### src/rtl/dmem_arb_pkg.sv
// dmem_arb_pkg: shared constants for the data-memory arbiter.
//   - default memory geometry and the last legal access address
//   - FSM state encodings (IDLE / SERV)
//   - requester index constants
//   - helper for the address range check
package dmem_arb_pkg;

  localparam int MEM_BYTES_DEF = 1024;
  localparam int ACC_BYTES_DEF = 8;
  localparam int MEM_LIMIT     = MEM_BYTES_DEF - ACC_BYTES_DEF;

  // FSM state encodings
  localparam logic [0:0] IDLE = 1'b0;
  localparam logic [0:0] SERV = 1'b1;

  // Requester indices
  localparam logic REQ_PIPE = 1'b0;
  localparam logic REQ_LOAD = 1'b1;

  // An access is illegal when it would run past the end of memory.
  // Unsigned 64-bit compare: huge addresses are illegal, never wrapped.
  function automatic logic addr_illegal(input logic [63:0] addr,
                                        input logic [63:0] limit);
    return addr > limit;
  endfunction

endpackage

### src/rtl/rr_pick2.sv
// rr_pick2: combinational two-input round-robin selector.
//   req[1:0]  in   request lines, bit i = requester i
//   last      in   index of the requester served most recently
//   gnt_valid out  at least one request is pending
//   gnt_idx   out  chosen requester (the one not served last on a tie)
module rr_pick2
  import dmem_arb_pkg::*;
(
  input  logic [1:0] req,
  input  logic       last,
  output logic       gnt_valid,
  output logic       gnt_idx
);

  assign gnt_valid = |req;
  assign gnt_idx   = (&req) ? ~last
                   : (req[REQ_LOAD] ? REQ_LOAD : REQ_PIPE);

endmodule

### src/rtl/dmem_arbiter.sv
// dmem_arbiter: shares the single-ported 64-bit data memory between the
// pipeline MEM stage (requester 0) and the loader/debug port (requester 1).
//
// Ports:
//   clk, reset                     clock (rising edge), async active-high reset
//   mX_req/we/addr/wdata           requester X access (held until mX_ready)
//   mX_ready/rdata/err             requester X completion pulse, load data, range error
//   mem_address/write_data/read/write  strobes to the data memory
//   mem_read_data                  combinational read data from memory
//   fault, fault_addr              sticky out-of-range flag and first faulting address
//   fsm_state                      current FSM state (IDLE/SERV) for observation
//
// Handshake: a requester raises req with we/addr/wdata and holds all of them
// stable until it sees ready high for one cycle; the access completes in that
// cycle (load data valid only while ready=1, store commits at the edge that
// ends it). The payload is not registered, so the muxed request drives the
// memory directly during SERV.
module dmem_arbiter
  import dmem_arb_pkg::*;
#(
  parameter int MEM_BYTES = MEM_BYTES_DEF,
  parameter int ACC_BYTES = ACC_BYTES_DEF
) (
  input  logic        clk,
  input  logic        reset,
  input  logic        m0_req,
  input  logic        m0_we,
  input  logic [63:0] m0_addr,
  input  logic [63:0] m0_wdata,
  output logic        m0_ready,
  output logic [63:0] m0_rdata,
  output logic        m0_err,
  input  logic        m1_req,
  input  logic        m1_we,
  input  logic [63:0] m1_addr,
  input  logic [63:0] m1_wdata,
  output logic        m1_ready,
  output logic [63:0] m1_rdata,
  output logic        m1_err,
  output logic [63:0] mem_address,
  output logic [63:0] mem_write_data,
  output logic        mem_read,
  output logic        mem_write,
  input  logic [63:0] mem_read_data,
  output logic        fault,
  output logic [63:0] fault_addr,
  output logic [0:0]  fsm_state
);

  localparam logic [63:0] LIMIT = 64'(MEM_BYTES - ACC_BYTES);

  logic [0:0]  state, state_nx;
  logic        owner, owner_nx;
  logic        last;
  logic        gnt_valid, gnt_idx;
  logic        serving, cur_we, illegal, access_ok, other_req;
  logic [63:0] cur_addr, cur_wdata;

  rr_pick2 u_pick (
    .req       ({m1_req, m0_req}),
    .last      (last),
    .gnt_valid (gnt_valid),
    .gnt_idx   (gnt_idx)
  );

  assign serving   = (state == SERV);
  assign cur_we    = (owner == REQ_LOAD) ? m1_we    : m0_we;
  assign cur_addr  = (owner == REQ_LOAD) ? m1_addr  : m0_addr;
  assign cur_wdata = (owner == REQ_LOAD) ? m1_wdata : m0_wdata;
  assign other_req = (owner == REQ_LOAD) ? m0_req   : m1_req;
  assign illegal   = addr_illegal(cur_addr, LIMIT);
  assign access_ok = serving && !illegal;

  // Memory strobes: only a legal access in SERV reaches the memory.
  assign mem_address    = access_ok ? cur_addr : 64'd0;
  assign mem_write_data = (access_ok && cur_we) ? cur_wdata : 64'd0;
  assign mem_read       = access_ok && !cur_we;
  assign mem_write      = access_ok && cur_we;

  // Responses
  assign m0_ready = serving && (owner == REQ_PIPE);
  assign m1_ready = serving && (owner == REQ_LOAD);
  assign m0_err   = m0_ready && illegal;
  assign m1_err   = m1_ready && illegal;
  assign m0_rdata = (m0_ready && mem_read) ? mem_read_data : 64'd0;
  assign m1_rdata = (m1_ready && mem_read) ? mem_read_data : 64'd0;

  assign fsm_state = state;

  // In SERV the owner's own req is ignored: only the other requester can
  // extend service, which gives back-to-back alternation under contention.
  always_comb begin
    state_nx = state;
    owner_nx = owner;
    if (state == IDLE) begin
      if (gnt_valid) begin
        state_nx = SERV;
        owner_nx = gnt_idx;
      end
    end else begin
      if (other_req) begin
        owner_nx = ~owner;
      end else begin
        state_nx = IDLE;
      end
    end
  end

  always_ff @(posedge clk or posedge reset) begin
    if (reset) begin
      state      <= IDLE;
      owner      <= REQ_PIPE;
      last       <= REQ_LOAD;   // requester 0 wins the first tie
      fault      <= 1'b0;
      fault_addr <= 64'd0;
    end else begin
      state <= state_nx;
      owner <= owner_nx;
      if (serving) begin
        last <= owner;
      end
      // Only the first fault is recorded; later ones leave fault_addr alone.
      if (serving && illegal && !fault) begin
        fault      <= 1'b1;
        fault_addr <= cur_addr;
      end
    end
  end

endmodule

### config.mk
export PLATFORM = sky130hd
export DESIGN_NAME = dmem_arbiter
export DESIGN_NICKNAME = d
export VERILOG_FILES = /design/src/rtl/dmem_arb_pkg.sv /design/src/rtl/rr_pick2.sv /design/src/rtl/dmem_arbiter.sv
export SDC_FILE = /design/constraint.sdc
export NUM_CORES = 1
export LEC_CHECK = 0
export ABC_AREA = 1
export BUFFER_PORTS_ARGS = -buffer_cell sky130_fd_sc_hd__buf_2
export CAP_MARGIN = 10
export CORE_AREA = 2 2 258 260
export DETAILED_ROUTE_END_ITERATION = 10
export DIE_AREA = 0 0 260 262
export PLACE_DENSITY = 0.3
export SETUP_SLACK_MARGIN = 0.2
export SYNTH_ARGS = -nofsm -noshare
export SYNTH_HDL_FRONTEND = slang
export SYNTH_HIERARCHICAL = 1
export SYNTH_SLANG_ARGS = --single-unit
### constraint.sdc
create_clock -name clk -period 6.3 [get_ports clk]
set_clock_uncertainty 0.2 [all_clocks]
set_input_delay 0.945 -clock clk [delete_from_list [all_inputs] [get_ports clk]]
set_output_delay 0.945 -clock clk [all_outputs]
set_load 0.01 [all_outputs]
# Word-level counts from Yosys, hierarchy flattened
# Cells that the tools add are included.
# Widths: inputs -> output; s select.
[op_classes] reduce_logical=18 n_eq_ne=1 n_mux=16 bitwise_logic=2 n_lt_le_gt_ge=1
[ops] op="$mux 64" count=6
[ops] op="$gt 64x10->1 const B" count=1
[ops] op="$logic_and 1x1->1" count=11
[ops] op="$mux 1" count=10
[ops] op="$reduce_and 2->1" count=2
[ops] op="$logic_not 1->1" count=3
[ops] op="$ne 2x1->1 const B" count=1
[ops] op="$not 1->1" count=2
[ops] op="$reduce_bool 2->1" count=1
[ops] op="$reduce_or 2->1" count=1
[word_totals] ff_bits=68 in_bits=326 wordCells=43

# Depth between registers and ports, before layout
# Gate-level depths: netlist of run 1.
[depth] ltp_word=7 depth_mapped=17 ltp_nobuf=13

# Hierarchy
# Netlist of run 1, hierarchy kept.
[by_module_without_submodules] mod="dmem_arbiter" area_each_um2=6910.4 n_inst=1 cells_per_inst=1095
[by_module_without_submodules] mod="rr_pick2" area_each_um2=15.0 n_inst=1 cells_per_inst=3

# Worst setup path after synthesis of run 1
# OpenSTA, ideal clock, no wires.
[synth_path] path_kind="input -> output" startpoint="in m1_addr[29]" endpoint="out m0_rdata[11]" required_ns=5.155 path_stages=9 t_arrival_ns=2.346 setup_slack_ns=2.809 path_cell_list="or2_2 > o21ai_1 > nand4_1 > clkinv_1 > nand3_2 > nor2_4 > nand4_4 > buf_6 > nor2_1"
[synth_via] elab_chain_len=7
[synth_rtl] element="from (decl)" line_no="dmem_arbiter.sv:35" rtl="input logic [63:0] m1_addr,"
[synth_rtl] element="$mux 64" line_no="dmem_arbiter.sv:68" rtl="assign cur_addr = (owner == REQ_LOAD) ? m1_addr : m0_addr;"
[synth_rtl] element="$gt 64x10->1" line_no="dmem_arb_pkg.sv:24" rtl="return addr > limit;"
[synth_rtl] element="$logic_not 1->1" line_no="dmem_arbiter.sv:72" rtl="assign access_ok = serving && !illegal;"
[synth_rtl] element="$logic_and 1x1->1" line_no="dmem_arbiter.sv:72"
[synth_rtl] element="$logic_and 1x1->1" line_no="dmem_arbiter.sv:77" rtl="assign mem_read = access_ok && !cur_we;"
[synth_rtl] element="$logic_and 1x1->1" line_no="dmem_arbiter.sv:85" rtl="assign m0_rdata = (m0_ready && mem_read) ? mem_read_data : 64'd0;"
[synth_rtl] element="$mux 64" line_no="dmem_arbiter.sv:85"
[synth_rtl] element="to (decl)" line_no="dmem_arbiter.sv:31" rtl="output logic [63:0] m0_rdata,"
# No other way between the ends.

# Final worst setup path of run 1
[layout_path] startpoint="reg owner" endpoint="out m1_rdata[60]"
[layout_via] elab_chain_len=7 elab_cells_between_ends=10 cone_classes="order compare (1); mux (3); reduce/logical (6)"
[layout_rtl] element="from (decl)" line_no="dmem_arbiter.sv:53" rtl="logic owner, owner_nx;"
[layout_rtl] element="from (signal assigned)" line_no="dmem_arbiter.sv:118" rtl="owner <= owner_nx;"
[layout_rtl] element="$mux 64" line_no="dmem_arbiter.sv:68"
[layout_rtl] element="$gt 64x10->1" line_no="dmem_arb_pkg.sv:24"
[layout_rtl] element="$logic_not 1->1" line_no="dmem_arbiter.sv:72"
[layout_rtl] element="$logic_and 1x1->1" line_no="dmem_arbiter.sv:72"
[layout_rtl] element="$logic_and 1x1->1" line_no="dmem_arbiter.sv:77"
[layout_rtl] element="$logic_and 1x1->1 (*)" line_no="dmem_arbiter.sv:86" rtl="assign m1_rdata = (m1_ready && mem_read) ? mem_read_data : 64'd0;"
[layout_rtl] element="$mux 64 (*)" line_no="dmem_arbiter.sv:86"
[layout_rtl] element="to (decl)" line_no="dmem_arbiter.sv:38" rtl="output logic [63:0] m1_rdata,"
# Mark *: on every way between the ends. The rest lies on a longest branch, timed or not.

==> flow_summary.ini, run 1 <==
[global_route]
antenna_found_initial = 7
grt_max_degree = 150
grt_util_all_layers_pct = 12.71
grt_pass1_vias = 8424
grt_first_pass_wirelength_um = 61700
grt-ovfl-total = 0

[die]
coreArea_mm2 = 0.06528
start_util_pct = 10.61
io_pins = 654
die_h_um = 262
num_rows = 94
fp.dieW_um = 260
die_area_mm2 = 0.06812

[power]
ir_drop_uv = 285.8
power_report.internal_total_uw = 1132
seqPwrFrac_pct = 22.6
p_leak_uw = 0.006912
combPwrFrac_pct = 54.1
power_switching_uw = 1150
p_clk_share_pct = 23.3
swShare_pct = 50.41
power.density_mw_per_mm2 = 213.0

[flow_run]
maxCapViolations = 0

[clock_tree]
cts_resized = 0
ctsRootBufferMaster = clkbuf_16
cts_tree = yes
htreeDepth = 3
clock_latency_ns = 0.35
clockBufferDepth = 2
postCtsSetupBuffers = 0
cts_num_sinks = 68
cts_buffers = 9
path_clk_slew_ns = 0.06
postCtsHoldBufs = 0

[routing]
viasPerCell = 3.447
remaining_drc_errors = 0
drtIter0Drc = 361
wire_per_inst_um = 18.42
detail-route-antenna-nets = 0
vias = 8660
dr.pass1.iters = 5
drt_wl_total_um = 46270

[placement]
portBuffers = 599
dpl.hpwl_um = 38620
routabilityCongestion = 0.7937

[synthesis]
async_flop_share_pct = 100.0
synth_cells = 1098
ys_types = 28
synth_top_area_share_pct = 24.21
yosysMostFrequentCell = nand2_1
ys_seq_area_share_pct = 24.59
ys.flop_type = dfrtp_1
synth_area_leaders = dfrtp_1, nand2_1, nor2_2
synth_area_mm2 = 0.006925
synth_common_cells = nand2_1, inv_1, nor2_1
synth_edf_count = 0
synth_seq_cells = 68
yosys_warnings = 6
yosysTopAreaCell = dfrtp_1
avgSynthCellArea_um2 = 6.307

[critical_path]
cp.arrival_ns = 4.32
reg2regPathDepth = 11
crit_fanout = 149
crit_slowest_cell = nand4_4
crit_required_ns = 5.15
critPathLaunchType = register
cp_common_cell = nand2_1
path_cells = buf_12, nand2_1, nand2_1, nand2_1, nor2_1, nand2_1, nor2_1, nand3_2, nor2_4, nand4_4, nor2_1, buf_2
critPathCaptureType = output pin
crit_type = register to output pin
ff2ff_setup_slack_ns = 2.85
crit_path_max_incr_delay_ns = 0.76

[timing]
worst_pin_slew_ns = 1.093
relSlewSlack_pct = 25.02
setup_viol = 0
final_hold_viol_count = 0
post-route-period-util_pct = 86.73
hold_slack_ns = 0.2650
rsz0062_at_grt = false
fin_crit_ns = 5.464
timing.fmax_mhz = 183.0
setup_tns_ns = 0
final_max_slew_viol_count = 0

[final_layout]
n_fill_cell = 7673
drive_above_1_share_pct = 45.11
nets = 1969
area_growth_pct = 54.72

[worst_hold_path]
min_path_type = register to register
min_path_cells = 2

[run_status]
status = finished, final reports clean
-- stage by stage --
step	cell area (µm²)	std cells	total power (µW)	utilization, %	worst slack (ns)
after floorplan	7124	1151	1355	-	2.809
after global placement	10430	2496	1797	15.98	1.014
after detailed placement	10430	2496	1798	15.98	1.100
after CTS	10710	2511	2360	16.41	0.7611
after global routing	10710	2511	2487	16.41	0.4058
final	10720	2512	2282	16.42	0.8361
-- area by class of cell --
type	count	area, µm²	share of cell area (%)
clock buffers	11	232.7	2.172
repair buffers	607	3070	28.65
diodes	1	2.502	0.02335
multi-input cells	810	4010	37.42
flip-flops and latches	68	1710	15.96
well taps	864	1081	10.09
clock inverters	4	51.30	0.4787
inverters	147	556.8	5.196
-- state kept, by name, summed over array words and instances, names as in the netlist --
register and flops:
fault_addr 64, fault 1, fsm_state 1, last 1, owner 1
-- per-layer routing --
layer  wire [µm]  track usage (%)
met4         629            2.937
met2       23640            22.48
met3        2467            2.064
met1       19530            16.08
met5          11                0
-- power groups by stage --
stage | Sequential (µW) | Clock [µW] | Combinational [µW]
after floorplan | 463 | 0 | 892
after global placement | 527 | 0 | 1270
after detailed placement | 527 | 0 | 1270
after CTS | 519 | 565 | 1280
after global routing | 523 | 577 | 1390
final | 515 | 533 | 1230
-- worst max-delay path, delay by kind of cell, from the launching register on --
family	cells	cell delay [ns]
buffers and inverters	2	0.79
flip-flops	1	0.44
AND/OR/NAND/NOR	10	2.51
-- cells by family after synthesis --
family	count (synthesis)	synth area share, %
multiplexers	64	9.250
buffers and inverters	273	20.92
flip-flops	68	24.59
AO/OA/AOI/OAI	22	1.608
other	1	0.05415
AND/OR/NAND/NOR	670	43.58
-- cells in the final DEF, fill, tap and decap left out, drive strengths merged, types with 7 or more instances in the layout --
cell type and n:
buf 607, nand2 351, nor2 238, inv 146, nand4 68, dfrtp 67
mux2i 64, conb 54, o21ai 14, clkbuf 11, nand3 8, a21oi 7
-- worst paths after layout --
check                                                 from                    endpoint
worst max-delay path                     owner$_DFFE_PP0P_                m1_rdata[60]
worst min-delay path            fault_addr[14]$_DFFE_PP0P_  fault_addr[14]$_DFFE_PP0P_
worst max register to register           owner$_DFFE_PP0P_  fault_addr[10]$_DFFE_PP0P_
worst min register to register  fault_addr[14]$_DFFE_PP0P_  fault_addr[14]$_DFFE_PP0P_
max in group asynchronous                            reset           owner$_DFFE_PP0P_
min in group asynchronous                            reset  fault_addr[31]$_DFFE_PP0P_
No activity file was read; power rests on OpenSTA's default activity.
==> run 2, diff against run 1 <==
CORE_AREA = 2 2 253 255   (was 2 2 258 260)
DIE_AREA = 0 0 255 257   (was 0 0 260 262)
==> run 2 against run 1 <==
Against the previous run: sequential power rose by 2%; sequential cell count stayed put; critical endpoint is now mem_write_data[12]; clock-buffer cell count up 2; via count rose by 0.91%; fmax shrank 0.26%; largest power group unchanged; non-clock buffer count is 1 higher; design area up 0.36%; die area fell by 3.8%.
==> flow_summary.ini, run 2 (same netlist as run 1, synthesis figures left out) <==
[critical_path]
r2r_start = owner$_DFFE_PP0P_
ff2ff_setup_slack_ns = 1.72
reg2regPathDepth = 13
cp_common_cell = nand2_1
crit_path_max_incr_delay_ns = 0.69
rr_endpoint = fault_addr[49]$_DFFE_PP0P_
crit_required_ns = 5.15
crit_slowest_cell = dfrtp_4
crit_type = register to output pin
cp.arrival_ns = 4.33
crit_buf_inv = 3
critPathCaptureType = output pin
path_cells = inv_4, nand2_1, nand2_1, nand2_1, nor2_1, nand2_1, nor2_1, nand3_2, nor2_4, nand3_4, buf_4, nor2_1, buf_2
critPathLaunchType = register
crit_fanout = 62
crit_family = simple AND/OR/NAND/NOR gates

[global_route]
grt_pass1_vias = 8888
antenna_found_initial = 12
grt-ovfl-total = 0
grt_util_all_layers_pct = 13.96
grt_max_degree = 66
grt_first_pass_wirelength_um = 65450

[clock_tree]
cts_num_sinks = 68
clock_latency_ns = 0.36
cts_buffers = 9
cts_tree = yes
clockBufferDepth = 2
htreeDepth = 3
cts_resized = 0
ctsRootBufferMaster = clkbuf_16
postCtsSetupBuffers = 0
path_clk_slew_ns = 0.06
postCtsHoldBufs = 0

[placement]
dpl.hpwl_um = 40030
dp_slack_ns = 1.012
dp.cells = 2479
routabilityCongestion = 0.8960
portBuffers = 599
dpl_cell_area_mm2 = 0.01041

[routing]
vias = 8739
viasPerCell = 3.501
detail-route-antenna-nets = 0
drt_wl_total_um = 47420
dr.pass1.iters = 5
wire_per_inst_um = 19.00
drtIter0Drc = 526
remaining_drc_errors = 0

[die]
io_pins = 654
start_util_pct = 11.04
num_rows = 92
die_area_mm2 = 0.06554
die_h_um = 257
coreArea_mm2 = 0.06274
fp.dieW_um = 255

[final_layout]
final_cell_mix = buf_2, nand2_1, inv_1
n_fill_cell = 7382
largest_reg_flops = 64
top_register = fault_addr
multi_input_area_mm2 = 0.004010
fin_cells = 2496
nets = 1970
seq_area_mm2 = 0.001710
drive_above_1_share_pct = 45.24
area_growth_pct = 55.29
layout_commonest_cell = buf_2
postLayoutCellArea_mm2 = 0.01075

[power]
p_leak_uw = 0.006944
power.density_mw_per_mm2 = 226.4
ir_drop_uv = 150.4
fin_total_pwr_uw = 2434

[timing]
rsz0062_at_grt = false
final_max_slew_viol_count = 0
setup_viol = 0
fin_crit_ns = 5.478
setup_tns_ns = 0
timing.fmax_mhz = 182.5
worst_pin_slew_ns = 1.197
worst_slack_ns = 0.8218
post-route-period-util_pct = 86.95
final_hold_viol_count = 0
relSlewSlack_pct = 17.92

[flow_run]
maxCapViolations = 0

[worst_hold_path]
hold_end = fault_addr[56]$_DFFE_PP0P_
min_path_cells = 2
min_from = fault_addr[56]$_DFFE_PP0P_
min_path_type = register to register

[run_status]
status = finished, final reports clean
[run 2: worst max-delay path by stage]
stage | startpoint | end | slack (ns) | cells past startpoint
4_1_cts | owner$_DFFE_PP0P_ | mem_write_data[12] | 0.59 | 13
5_1_grt | owner$_DFFE_PP0P_ | mem_write_data[8] | 0.33 | 13
2_1_floorplan | m1_addr[29] | m0_rdata[11] | 2.81 | 9
6_report | owner$_DFFE_PP0P_ | mem_write_data[12] | 0.82 | 13
3_3_place_gp | owner$_DFFE_PP0P_ | mem_write_data[10] | 1.05 | 13
3_5_place_dp | owner$_DFFE_PP0P_ | mem_write_data[12] | 1.01 | 13
[run 2: metrics by stage]
stage / hold WS, ns / utilization (%)
2_1_floorplan: 0.2440 / -
3_3_place_gp: 0.2519 / 16.60
3_5_place_dp: 0.2555 / 16.60
4_1_cts: 0.2719 / 17.14
5_1_grt: 0.2909 / 17.14
6_report: 0.2637 / 17.14
[run 2: cell type report]
cell class | count | share of cell area, %
clock buffer | 13 | 2.513
multi-input combinational | 810 | 37.29
inverter | 147 | 5.177
tap | 846 | 9.843
sequential | 68 | 15.90
timing repair buffer | 608 | 28.62
antenna | 1 | 0.02327
clock inverter | 3 | 0.6283
[run 2: where the power goes]
group | leakage [µW] | internal, µW | total, µW | switching [µW]
sequential | 0.000935 | 453 | 527 | 73.3
clock | 0.000162 | 380 | 598 | 218
combinational | 0.00585 | 381 | 1310 | 929
[run 2: routing by layer]
layer	up-vias	GRT usage [%]	part of all wire [%]
li1	4319	-	-
met1	3990	16.39	40
met2	376	24.94	51
met3	44	3.500	7.1
met4	10	3.720	2.2
met5	-	0	0.15
[run 2: worst min-delay path, stage by stage (launching register included)]
cell     delay (ns)
dfrtp_1        0.34
nand2_1        0.05
nand2_1        0.04
